## src/rtl/safe_lockout_ctrl.sv

```systemverilog
// Button-operated safe controller: press detection, three-digit entry checking,
// wrong-entry lockout with a timer, and passcode reprogramming while unlocked.
module safe_lockout_ctrl #(
    parameter int         MAX_ERR     = 3,
    parameter int         LOCK_CYCLES = 1000,
    parameter logic [3:0] CODE0       = 4'b0111,
    parameter logic [3:0] CODE1       = 4'b1101,
    parameter logic [3:0] CODE2       = 4'b1101
) (
    input  logic                           clk,
    input  logic                           rst_n,
    input  logic [3:0]                     btn,
    input  logic                           relock,
    input  logic                           prog,
    output logic                           unlocked,
    output logic                           lockout,
    output logic                           prog_mode,
    output logic [1:0]                     digit_idx,
    output logic [$clog2(MAX_ERR+1)-1:0]   err_cnt
);

    localparam int EW = $clog2(MAX_ERR + 1);
    localparam int TW = $clog2(LOCK_CYCLES);

    localparam logic [3:0] S_IDLE     = 4'b0001;
    localparam logic [3:0] S_UNLOCKED = 4'b0010;
    localparam logic [3:0] S_PROG     = 4'b0100;
    localparam logic [3:0] S_LOCKOUT  = 4'b1000;

    localparam logic [EW-1:0] ERR_MAX  = EW'(MAX_ERR);
    localparam logic [EW-1:0] ERR_LAST = EW'(MAX_ERR - 1);
    localparam logic [TW-1:0] TMR_LOAD = TW'(LOCK_CYCLES - 1);

    logic [3:0]    r_state;
    logic [3:0]    r_btn_q;
    logic [1:0]    r_digit_idx;
    logic [EW-1:0] r_err_cnt;
    logic [TW-1:0] r_timer;
    logic [3:0]    r_code0, r_code1, r_code2;
    logic [3:0]    r_entry0, r_entry1;
    logic [3:0]    r_new0, r_new1;

    logic w_press;
    logic w_match;

    assign w_press = (btn != 4'd0) && (r_btn_q == 4'd0);
    assign w_match = ({r_entry0, r_entry1, btn} == {r_code0, r_code1, r_code2});

    always_ff @(posedge clk or negedge rst_n) begin
        if (!rst_n) begin
            r_btn_q <= 4'd0;
        end else begin
            r_btn_q <= btn;
        end
    end

    // Main sequencer; relock beats prog beats a press wherever they compete.
    always_ff @(posedge clk or negedge rst_n) begin
        if (!rst_n) begin
            r_state     <= S_IDLE;
            r_digit_idx <= 2'd0;
            r_err_cnt   <= '0;
            r_timer     <= '0;
            r_code0     <= CODE0;
            r_code1     <= CODE1;
            r_code2     <= CODE2;
            r_entry0    <= 4'd0;
            r_entry1    <= 4'd0;
            r_new0      <= 4'd0;
            r_new1      <= 4'd0;
        end else begin
            case (r_state)
                S_IDLE: begin
                    if (w_press) begin
                        if (r_digit_idx == 2'd0) begin
                            r_entry0    <= btn;
                            r_digit_idx <= 2'd1;
                        end else if (r_digit_idx == 2'd1) begin
                            r_entry1    <= btn;
                            r_digit_idx <= 2'd2;
                        end else begin
                            r_digit_idx <= 2'd0;
                            if (w_match) begin
                                r_state   <= S_UNLOCKED;
                                r_err_cnt <= '0;
                            end else if (r_err_cnt == ERR_LAST) begin
                                r_state   <= S_LOCKOUT;
                                r_err_cnt <= ERR_MAX;
                                r_timer   <= TMR_LOAD;
                            end else begin
                                r_err_cnt <= r_err_cnt + 1'b1;
                            end
                        end
                    end
                end
                S_LOCKOUT: begin
                    if (r_timer == '0) begin
                        r_state     <= S_IDLE;
                        r_err_cnt   <= '0;
                        r_digit_idx <= 2'd0;
                    end else begin
                        r_timer <= r_timer - 1'b1;
                    end
                end
                S_UNLOCKED: begin
                    if (relock) begin
                        r_state     <= S_IDLE;
                        r_digit_idx <= 2'd0;
                    end else if (prog) begin
                        r_state     <= S_PROG;
                        r_digit_idx <= 2'd0;
                    end
                end
                S_PROG: begin
                    if (relock) begin
                        r_state     <= S_IDLE;
                        r_digit_idx <= 2'd0;
                        r_new0      <= 4'd0;
                        r_new1      <= 4'd0;
                    end else if (w_press) begin
                        if (r_digit_idx == 2'd0) begin
                            r_new0      <= btn;
                            r_digit_idx <= 2'd1;
                        end else if (r_digit_idx == 2'd1) begin
                            r_new1      <= btn;
                            r_digit_idx <= 2'd2;
                        end else begin
                            r_code0     <= r_new0;
                            r_code1     <= r_new1;
                            r_code2     <= btn;
                            r_digit_idx <= 2'd0;
                            r_state     <= S_UNLOCKED;
                        end
                    end
                end
                default: begin
                    r_state     <= S_IDLE;
                    r_digit_idx <= 2'd0;
                end
            endcase
        end
    end

    assign unlocked  = r_state[1] | r_state[2];
    assign prog_mode = r_state[2];
    assign lockout   = r_state[3];
    assign digit_idx = r_digit_idx;
    assign err_cnt   = r_err_cnt;

endmodule

```

## config.mk

```make
export PLATFORM = sky130hd
export DESIGN_NAME = safe_lockout_ctrl
export DESIGN_NICKNAME = d
export VERILOG_FILES = /design/src/rtl/safe_lockout_ctrl.sv
export SDC_FILE = /design/constraint.sdc
export NUM_CORES = 1
export LEC_CHECK = 0
export CAP_MARGIN = 30
export CORE_UTILIZATION = 45
export DETAILED_ROUTE_END_ITERATION = 7
export GPL_TIMING_DRIVEN = 0
export HOLD_SLACK_MARGIN = 0.12
export MAX_ROUTING_LAYER = met4
export PLACE_DENSITY = 0.71
export SKIP_LAST_GASP = 1
export SLEW_MARGIN = 40
export SYNTH_ARGS = -nofsm -noshare
export SYNTH_HDL_FRONTEND = slang
export SYNTH_SLANG_ARGS = --single-unit
```

## constraint.sdc

```tcl
create_clock -name clk -period 2 [get_ports clk]
set_input_delay 0.4 -clock clk [delete_from_list [all_inputs] [get_ports clk]]
set_output_delay 0.4 -clock clk [all_outputs]
set_load 0.1 [all_outputs]
```

; ---- Yosys cells after proc, flatten, opt, wreduce, memory -nomap -nowiden
; Cells that the tools add are included.
[word_totals]
reg_bits = 50
output_inout_bits = 7
elab_cells = 97
in_bits = 8
[classes]
n_addsub = 2
mux = 41
eq_ne = 20
bitwise_logic = 4
reduce_logical = 18
[ops]
columns = cell, n
row1 = 2-to-1 mux 4 bit, 19
row2 = 2-to-1 mux 10 bit, 6
row3 = 2-to-1 mux 2 bit, 12
row4 = one-hot mux 10 bit (2 select lines), 1
row5 = "!= test 2 bit, second input constant", 8
row6 = one-hot mux 4 bit (4 select lines), 1
row7 = "!= test 3 bit, second input constant", 5
row8 = == test 12 bit, 1
row9 = logical NOT 10 bit, 1
row10 = AND reduction 5 bit, 2
row11 = "subtractor 10 x 1 -> 10 bit, second input constant", 1
row12 = AND reduction 9 bit, 1
row13 = one-hot mux 2 bit (4 select lines), 1
row14 = AND reduction 4 bit, 2
row15 = nonzero test 2 bit, 4
row16 = AND reduction 7 bit, 1
row17 = AND reduction 3 bit, 2
row18 = "== test 4 x 1 -> 1 bit, second input constant", 1
row19 = "== test 4 x 2 -> 1 bit, second input constant", 1
row20 = "== test 4 x 3 -> 1 bit, second input constant", 1
row21 = "== test 4 bit, second input constant", 1
row22 = logical NOT 4 bit, 1
row23 = one-hot mux 2 bit (2 select lines), 1
row24 = nonzero test 4 bit, 1
row25 = 8 further kinds, 10

; ---- Logic depth before layout (Yosys ltp)
; Gate-level depths: netlist of the first run.
[logic_depth]
ltp_word = 7
ltp_mapped = 7
mapped_depth_nobuf = 7

; ---- Worst setup path before layout of the first run
; Ideal clock, no wire load.
[synth_timing]
kind = reg-to-reg
from = register r_state[3]
to = register r_state[2]
arrival_time_ps = 2119
synth_period_minus_slack_ps = 2252
path_slack_ps = -252
path_stages_with_launch = 6
n_path_buf = 0
cell_sequence = dfrtp_1 -> or3_1 -> or3b_2 -> o21a_1 -> o21ai_0 -> o22ai_1
[synth_via]
elab_chain_cells = 3
[synth_lines]
columns = item, line
row1 = from (decl), 34  ; logic [3:0] r_state;
row2 = from (signal assigned), 60  ; r_state <= S_IDLE;
row3 = from (signal assigned), 84  ; r_state <= S_UNLOCKED;
row4 = from (signal assigned), 87  ; r_state <= S_LOCKOUT;
row5 = == test 4 x 1 -> 1 bit (tied with other cells), 72  ; case (r_state)
row6 = != test 3 bit (no line) or != test 2 bit (tied branches), -
row7 = AND reduction 9 bit (no line), -
; Parallel ways exist; a longest one is shown, timed or not.
; A chain may end at the register's enable or synchronous reset.

; ---- Worst setup path in the final report of the first run
[layout_timing]
from = register r_timer[0]
to = register r_timer[1]
[layout_via]
elab_chain_cells = 3
[layout_lines]
columns = item, line
row1 = from (decl), 38  ; logic [TW-1:0] r_timer;
row2 = from (signal assigned), 102  ; r_timer <= r_timer - 1'b1;
row3 = subtractor 10 x 1 -> 10 bit or logical NOT 10 bit (tied branches), "102, 97"
row4 = 2-to-1 mux 10 bit or != test 2 bit (tied branches), -
row5 = one-hot mux 10 bit (2 select lines) or AND reduction 7 bit (tied branches), -
; Parallel ways exist; a longest one is shown, timed or not. The select of a mux whose other input is x is not followed.

==> flow_summary_export.csv, run 1 <==
group,metric,value,unit
placed_design,finalWeightedCongestion,0.758,
final_layout,syn_to_final_growth,31.1,%
placed_design,placed_area,2720,µm²
pwr,peakVddDrop,0.456,mV
global_route,grt_first_pass_wirelength,9520,µm
synth,yosysSeqAreaShare,50.8,%
synth,synth_nets,225,
critical_path,reg2regPathDepth,6,
timing,worst_slew_margin_rel,63.1,%
timing,tns,-0.401,ns
cts,clk_path_buf_depth,2,
timing,clock.fmax,483,MHz
critical_path,startpoint_type,"flop",
routing,post_drt_wl_per_cell,17.6,µm
floorplanning,die_area,5830,µm²
cts,cts_tree,"done",
cts,htreeDepth,2,
synth,yosysUniqueCellTypes,50,
pwr,switching_share,30.3,%
run_status,status,"complete, but fails checks",
placed_design,dp_cells,299,
floorplanning,num_rows,26,
critical_path,cp.arrival,2.29,ns
placed_design,hpwl,3470,µm
routing,postRouteWirelength,5880,µm
pwr,p_comb_share,18.4,%
cts,root_buffer,"clkbuf_8",
critical_path,crit_required,2.23,ns
timing,drv_slew,0,
cts,clk_latency,0.31,ns
global_route,antenna_found_initial,0,
pwr,p_clk_share,27.4,%
timing,rsz0062_at_grt,"true",
pwr,p_total,0.00214,W
synth,synth_area_per_cell,11.6,µm²
synth,syn-cell-area,2490,µm²
critical_path,worstPathMaxFanout,4,
final_layout,design_area,3260,µm²
synth,yosys_warnings,0,
timing,fin_crit_sh,103,%
placed_design,numPortBuffers,14,
timing,setup_ws,-0.0685,ns
routing,postRouteAntennaNets,0,
synth,syn_inst,214,
floorplanning,die_y,76.4,µm
final_layout,antennaDiodeCount,0,
timing,worst_clock_skew,0.0141,ns
final_layout,drive_gt1_share,51.7,%
routing,first_pass_iters,4,
floorplanning,die_w,76.4,µm
cts,clkTransAtPathRegs,0.10,ns
critical_path,critPathKind,"flop to flop",
synth,synth_seq_cells,50,
final_layout,final_util,62.7,%
floorplanning,initial_core_util,47.8,%
final_layout,layout.nets,275,
hold_path,hp-class,"input pin to flop",
global_route,grt_pass1_vias,1877,
pwr,switching_power,0.000650,W
routing,drc,0,
timing,tightest_slew,0.547,ns
timing,final-hold-violation-count,0,
routing,drtIter0Drc,108,
pwr,power_density,657,nW/µm²
timing,fin_crit,2.07,ns
critical_path,worstSetupEndpointType,"flop",
pwr,internal_power,0.00149,W
routing,via_per_inst,5.49,
run_status,violations,"setup timing",
timing,final-setup-viol-count,13,
global_route,gr-total-overflow,0,
hold_path,whs_path_depth,1,
pwr,p_leak,1.36,nW
cts,cts-buffers-inserted,5,
floorplanning,core,5200,µm²
pwr,seqPwrFrac,54.3,%
final_layout,final_cells,335,
job,cap_violations,0,
global_route,grt_max_degree,29,
routing,vias,1840,
floorplanning,io_pins,15,
global_route,grt_usage,21.8,%
cts,cts_sinks,50,
-- power groups by stage --
stage                     Clock (W)  Combinational [W]  Sequential [W]
final                      0.000588           0.000394         0.00116
after global routing       0.000658           0.000422         0.00117
after CTS                  0.000613           0.000367         0.00116
after detailed placement          0           0.000358         0.00117
after global placement            0           0.000363         0.00117
after floorplan                   0           0.000161         0.00127
-- area by class of cell --
type,count,area [µm²]
Sequential cell,50,1270
Inverter,8,30.0
Fill cell,406,1940
Timing Repair Buffer,43,339
Buffer,5,37.5
Multi-Input combinational cell,151,1410
Clock buffer,6,72.6
Tap cell,70,87.6
Clock inverter,2,15.0
-- metrics by stage --
| step | hold slack (ns) | setup WS (ns) |
|---|---|---|
| 2_1_floorplan | 0.104 | -0.0139 |
| 3_3_place_gp | 0.479 | -1.23 |
| 3_5_place_dp | 0.318 | -0.989 |
| 4_1_cts | 0.483 | -0.0568 |
| 5_1_grt | 0.497 | -0.149 |
| 6_report | 0.494 | -0.0685 |
-- synthesized netlist by cell type, drive strengths merged --
library cell	number	area share (%)
o21a	2	0.60
o21ai	8	1.6
o31ai	6	3.0
a221oi	1	0.60
nor3b	3	1.4
a311oi	1	0.35
o211ai	1	0.30
o22ai	1	0.25
or4	2	0.75
nor4	4	1.3
mux2	28	13
nor4b	3	1.1
or4b	1	0.55
nand2b	1	0.25
nor2	13	2.0
o22a	1	0.35
o41ai	1	0.35
a21o	2	0.60
nand4	4	1.0
or3	3	0.75
a211oi	2	0.80
o21ba	1	0.40
nor3	8	1.6
and2	2	0.50
o2bb2ai	1	0.35
a31oi	3	0.75
a31o	2	0.70
inv	8	1.2
nand2	13	2.0
and3	1	0.25
or3b	1	0.35
nor2b	5	1.3
dfstp	10	11
ha	3	1.5
a21oi	5	1.0
clkbuf	2	0.30
and2b	1	0.30
xnor2	13	4.6
dfrtp	40	40
or2	2	0.50
buf	3	0.85
nand3	2	0.40
-- routing by layer --
| metal | wire length, µm | GRT usage (%) | part of all wire [%] | vias to the layer above |
|---|---|---|---|---|
| li1 | - | - | - | 881 |
| met1 | 2670 | 27.8 | 45 | 925 |
| met2 | 2990 | 34.5 | 51 | 26 |
| met3 | 120 | 4.07 | 2.0 | 8 |
| met4 | 97 | 8.27 | 1.6 | 0 |
| met5 | 0 | - | 0 | - |
-- repair_timing --
item                                    4_1_cts  5_1_grt
hold buffers                                  1        0
cloned                                        1        1
hold endpoints to repair                     20        0
pin swaps                                    14       15
setup buffers                                20        5
resized for setup                            27       40
endpoints found under the setup margin       44       41
-- critical path, stage by stage (launching register included) --
cell,delay (ns)
dfrtp_1,0.43
inv_2,0.09
ha_4,0.13
or4b_4,0.49
or3_4,0.42
and2_4,0.18
a221oi_2,0.25
-- cell families (layout without fill, tap and decap cells) --
| logic type | after synthesis | after routing | share of synthesized area [%] |
|---|---|---|---|
| compound gates | 38 | 38 | 12.0 |
| xor+xnor | 13 | 13 | 4.58 |
| simple gates | 69 | 69 | 16.1 |
| fa+ha+maj | 3 | 3 | 1.51 |
| buf+inv | 13 | 64 | 2.36 |
| flops | 50 | 50 | 50.8 |
| mux | 28 | 28 | 12.7 |
-- layout by cell type, fill, tap and decap left out, types with 3 or more instances in the layout --
| cell | instances |
|---|---|
| buf_2 | 6 |
| nand2_1 | 9 |
| nand4_1 | 4 |
| nor3_1 | 5 |
| dfstp_2 | 10 |
| buf_6 | 4 |
| mux2_4 | 4 |
| clkbuf_1 | 3 |
| dfrtp_1 | 36 |
| nor2_1 | 11 |
| nor2b_1 | 5 |
| o21ai_2 | 4 |
| xnor2_1 | 13 |
| clkbuf_8 | 5 |
| dfrtp_2 | 3 |
| nand2_2 | 4 |
| inv_1 | 6 |
| dlygate4sd2_1 | 5 |
| o31ai_4 | 3 |
| o21ai_0 | 3 |
| buf_4 | 26 |
| mux2_2 | 24 |
| a21oi_1 | 3 |
-- sequential cells by signal (all words and copies together) (netlist names) --
signal     cells
r_code0        4
r_code2        4
r_new1         4
r_code1        4
r_entry0       4
r_entry1       4
r_btn_q        4
r_timer       10
r_state        4
digit_idx      2
err_cnt        2
r_new0         4
-- worst paths after layout --
kind                                 start    endpoint  slack, ns
worst max-delay path            r_timer[0]  r_timer[1]      -0.07
min in group asynchronous            rst_n  r_state[2]       0.51
max in group asynchronous            rst_n  r_code0[1]       0.95
worst min-delay path                btn[3]  r_btn_q[3]       0.49
worst max register to register  r_timer[0]  r_timer[1]      -0.07
worst min register to register  r_timer[6]  r_timer[6]       0.50
No activity file was read; power rests on OpenSTA's default activity.
==> inputs of run 2 (changes only) <==
CAP_MARGIN = not set   (was 30)
==> results of run 2 <==
Same layout as run 1: the final DEF is identical, and so are final timing and power.
==> inputs of run 3 (changes only) <==
CORE_ASPECT_RATIO = 1.5   (was not set)
DONT_BUFFER_PORTS = 1   (was not set)
PLACE_DENSITY = 0.67   (was 0.71)
SETUP_SLACK_MARGIN = 0.05   (was not set)
==> run 3 against run 2 <==
  * The run still ends with setup timing left
  * Maximum frequency fell by 0.98%
  * Sequential share of layout area rose by 1.1 points
  * Count of clock-buffer cells in the layout did not move
  * Largest power group unchanged
  * Highest routed layer unchanged
  * Clock power rose by 20%
  * Hold slack got worse by 0.25 ns
==> flow_summary_export.csv, run 3 (synthesis gave the netlist of run 1 again) <==
group,metric,value,unit
timing,worst_slew_margin_rel,57.7,%
critical_path,cp.arrival,2.30,ns
hold_path,whs_path_depth,1,
final_layout,syn_to_final_growth,28.1,%
timing,fin_crit_sh,104,%
timing,tightest_slew,0.635,ns
cts,htreeDepth,2,
global_route,grt_max_degree,51,
critical_path,startpoint_type,"flop",
critical_path,worstSetupEndpointType,"flop",
timing,clock.fmax,479,MHz
hold_path,hold_path_end,"r_code2[1]",
critical_path,cp_slowest_cell,"or4b_4",
critical_path,reg2reg_from,"r_timer[0]",
timing,fin_crit,2.09,ns
critical_path,crit_required,2.21,ns
run_status,status,"complete, but fails checks",
final_layout,antennaDiodeCount,0,
critical_path,reg2regPathDepth,6,
final_layout,regMostFlops,"r_timer",
hold_path,hp-class,"input pin to flop",
final_layout,layout.nets,263,
final_layout,final_cell_mix,"34 x dfrtp_1, 24 x mux2_2, 22 x buf_4",
final_layout,largest_reg_flops,10,
floorplanning,core,5250,µm²
floorplanning,die_area,5840,µm²
routing,drc,0,
global_route,grt_usage,21.9,%
placed_design,finalWeightedCongestion,0.756,
floorplanning,die_y,93.1,µm
pwr,peakVddDrop,0.499,mV
placed_design,numPortBuffers,0,
critical_path,critPathKind,"flop to flop",
timing,final-hold-violation-count,0,
final_layout,design_area,3190,µm²
run_status,violations,"setup timing",
cts,clk_latency,0.30,ns
routing,vias,1803,
pwr,power_density,696,nW/µm²
routing,postRouteWirelength,5680,µm
placed_design,hpwl,3660,µm
job,cap_violations,0,
cts,clk_path_buf_depth,2,
routing,via_per_inst,5.62,
placed_design,placed_area,2610,µm²
global_route,grt_first_pass_wirelength,9650,µm
cts,cts-buffers-inserted,5,
timing,drv_slew,0,
routing,first_pass_iters,4,
pwr,p_leak,1.31,nW
cts,root_buffer,"clkbuf_8",
final_layout,multi_input_area,1370,µm²
cts,cts_tree,"done",
critical_path,crit_chain,"inv_2, ha_4, or4b_4, or3_4, and2_4, a221oi_2",
timing,worst_clock_skew,0.00493,ns
timing,setup_ws,-0.0890,ns
critical_path,r2r-end,"r_timer[1]",
global_route,grt_pass1_vias,1996,
cts,clkTransAtPathRegs,0.09,ns
critical_path,cpPeakStageDelay,0.49,ns
timing,holdWs,0.241,ns
final_layout,drive_gt1_share,48.6,%
final_layout,regArea,1280,µm²
routing,post_drt_wl_per_cell,17.7,µm
critical_path,worstPathMaxFanout,4,
final_layout,final_common_cell,"dfrtp_1",
global_route,gr-total-overflow,0,
floorplanning,initial_core_util,47.4,%
floorplanning,die_w,62.7,µm
critical_path,r2r_slack,-0.09,ns
timing,rsz0062_at_grt,"true",
cts,cts_sinks,50,
floorplanning,num_rows,32,
routing,postRouteAntennaNets,0,
final_layout,fillCellCount,421,
routing,drtIter0Drc,75,
hold_path,min_from,"btn[1]",
timing,final-setup-viol-count,21,
global_route,antenna_found_initial,0,
floorplanning,io_pins,15,
-- run 3: cell types whose count changed in the layout (fill, tap and decap cells not counted), moves of 4 or more --
| cell | delta |
|---|---|
| nand2_2 | -4 |
| buf_4 | -4 |
| buf_2 | -6 |
| dlygate4sd3_1 | +4 |
| dlygate4sd2_1 | -5 |
-- run 3: worst max-delay path: cells and delay by family (launching register included) --
family                     cells  cell delay [ns]
adders and majority gates      1             0.12
DFF                            1             0.42
AOI/OAI and AO/OA              1             0.27
buffers and inverters          1             0.09
and+or+nand+nor                3             1.09
-- run 3: final cells by class --
cell class                      count  area share (%)
Tap cell                           68            2.67
Multi-Input combinational cell    151            42.8
Clock inverter                      2            1.18
Buffer                              5            1.18
Timing Repair Buffer               31            8.79
Clock buffer                        6            2.28
Inverter                            8            1.06
Sequential cell                    50            40.0
-- run 3: routing by layer --
layer / global-route usage [%] / wire length (µm) / part of all wire, % / vias up
met4: 8.33 / 96 / 1.7 / 0
li1: - / - / - / 847
met3: 4.27 / 219 / 3.9 / 11
met5: - / 0 / 0 / -
met2: 39.9 / 3170 / 56 / 35
met1: 23.0 / 2190 / 39 / 910
-- run 3: stage by stage --
step	setup WS (ns)	TNS, ns	std cells	utilization, %	total power [W]
after floorplan	0.0287	0	214	-	0.00143
after global placement	-0.275	-3.83	282	49.8	0.00146
after detailed placement	-0.291	-4.18	282	49.8	0.00148
after CTS	-0.0870	-0.631	312	58.1	0.00224
after global routing	-0.154	-2.52	321	60.8	0.00231
final	-0.0890	-0.659	321	60.8	0.00222
-- run 3: what timing repair did --
action / CTS / global route
cloned: 2 / 0
setup endpoints to repair: 37 / 41
endpoints found under the hold margin: 54 / 0
setup buffers: 14 / 10
gates resized for setup: 35 / 17
pin swaps: 14 / 18
hold buffers: 6 / 0
-- run 3: worst max path at each step --
stage,from,end,cells after the start
6_report,r_timer[0],r_timer[1],6
5_1_grt,r_btn_q[1],r_timer[1],6
4_1_cts,r_btn_q[2],r_timer[1],6
3_5_place_dp,r_state[2],r_state[2],6
3_3_place_gp,r_state[2],r_state[2],6
2_1_floorplan,r_timer[0],r_timer[1],6
-- run 3: power breakdown --
part	internal [W]	total, W	switching, W	leakage, nW
Combinational	0.000137	0.000247	0.000110	0.664
Clock	0.000373	0.000705	0.000332	0.0514
Sequential	0.00109	0.00127	0.000175	0.594
Total	0.00160	0.00222	0.000617	1.31
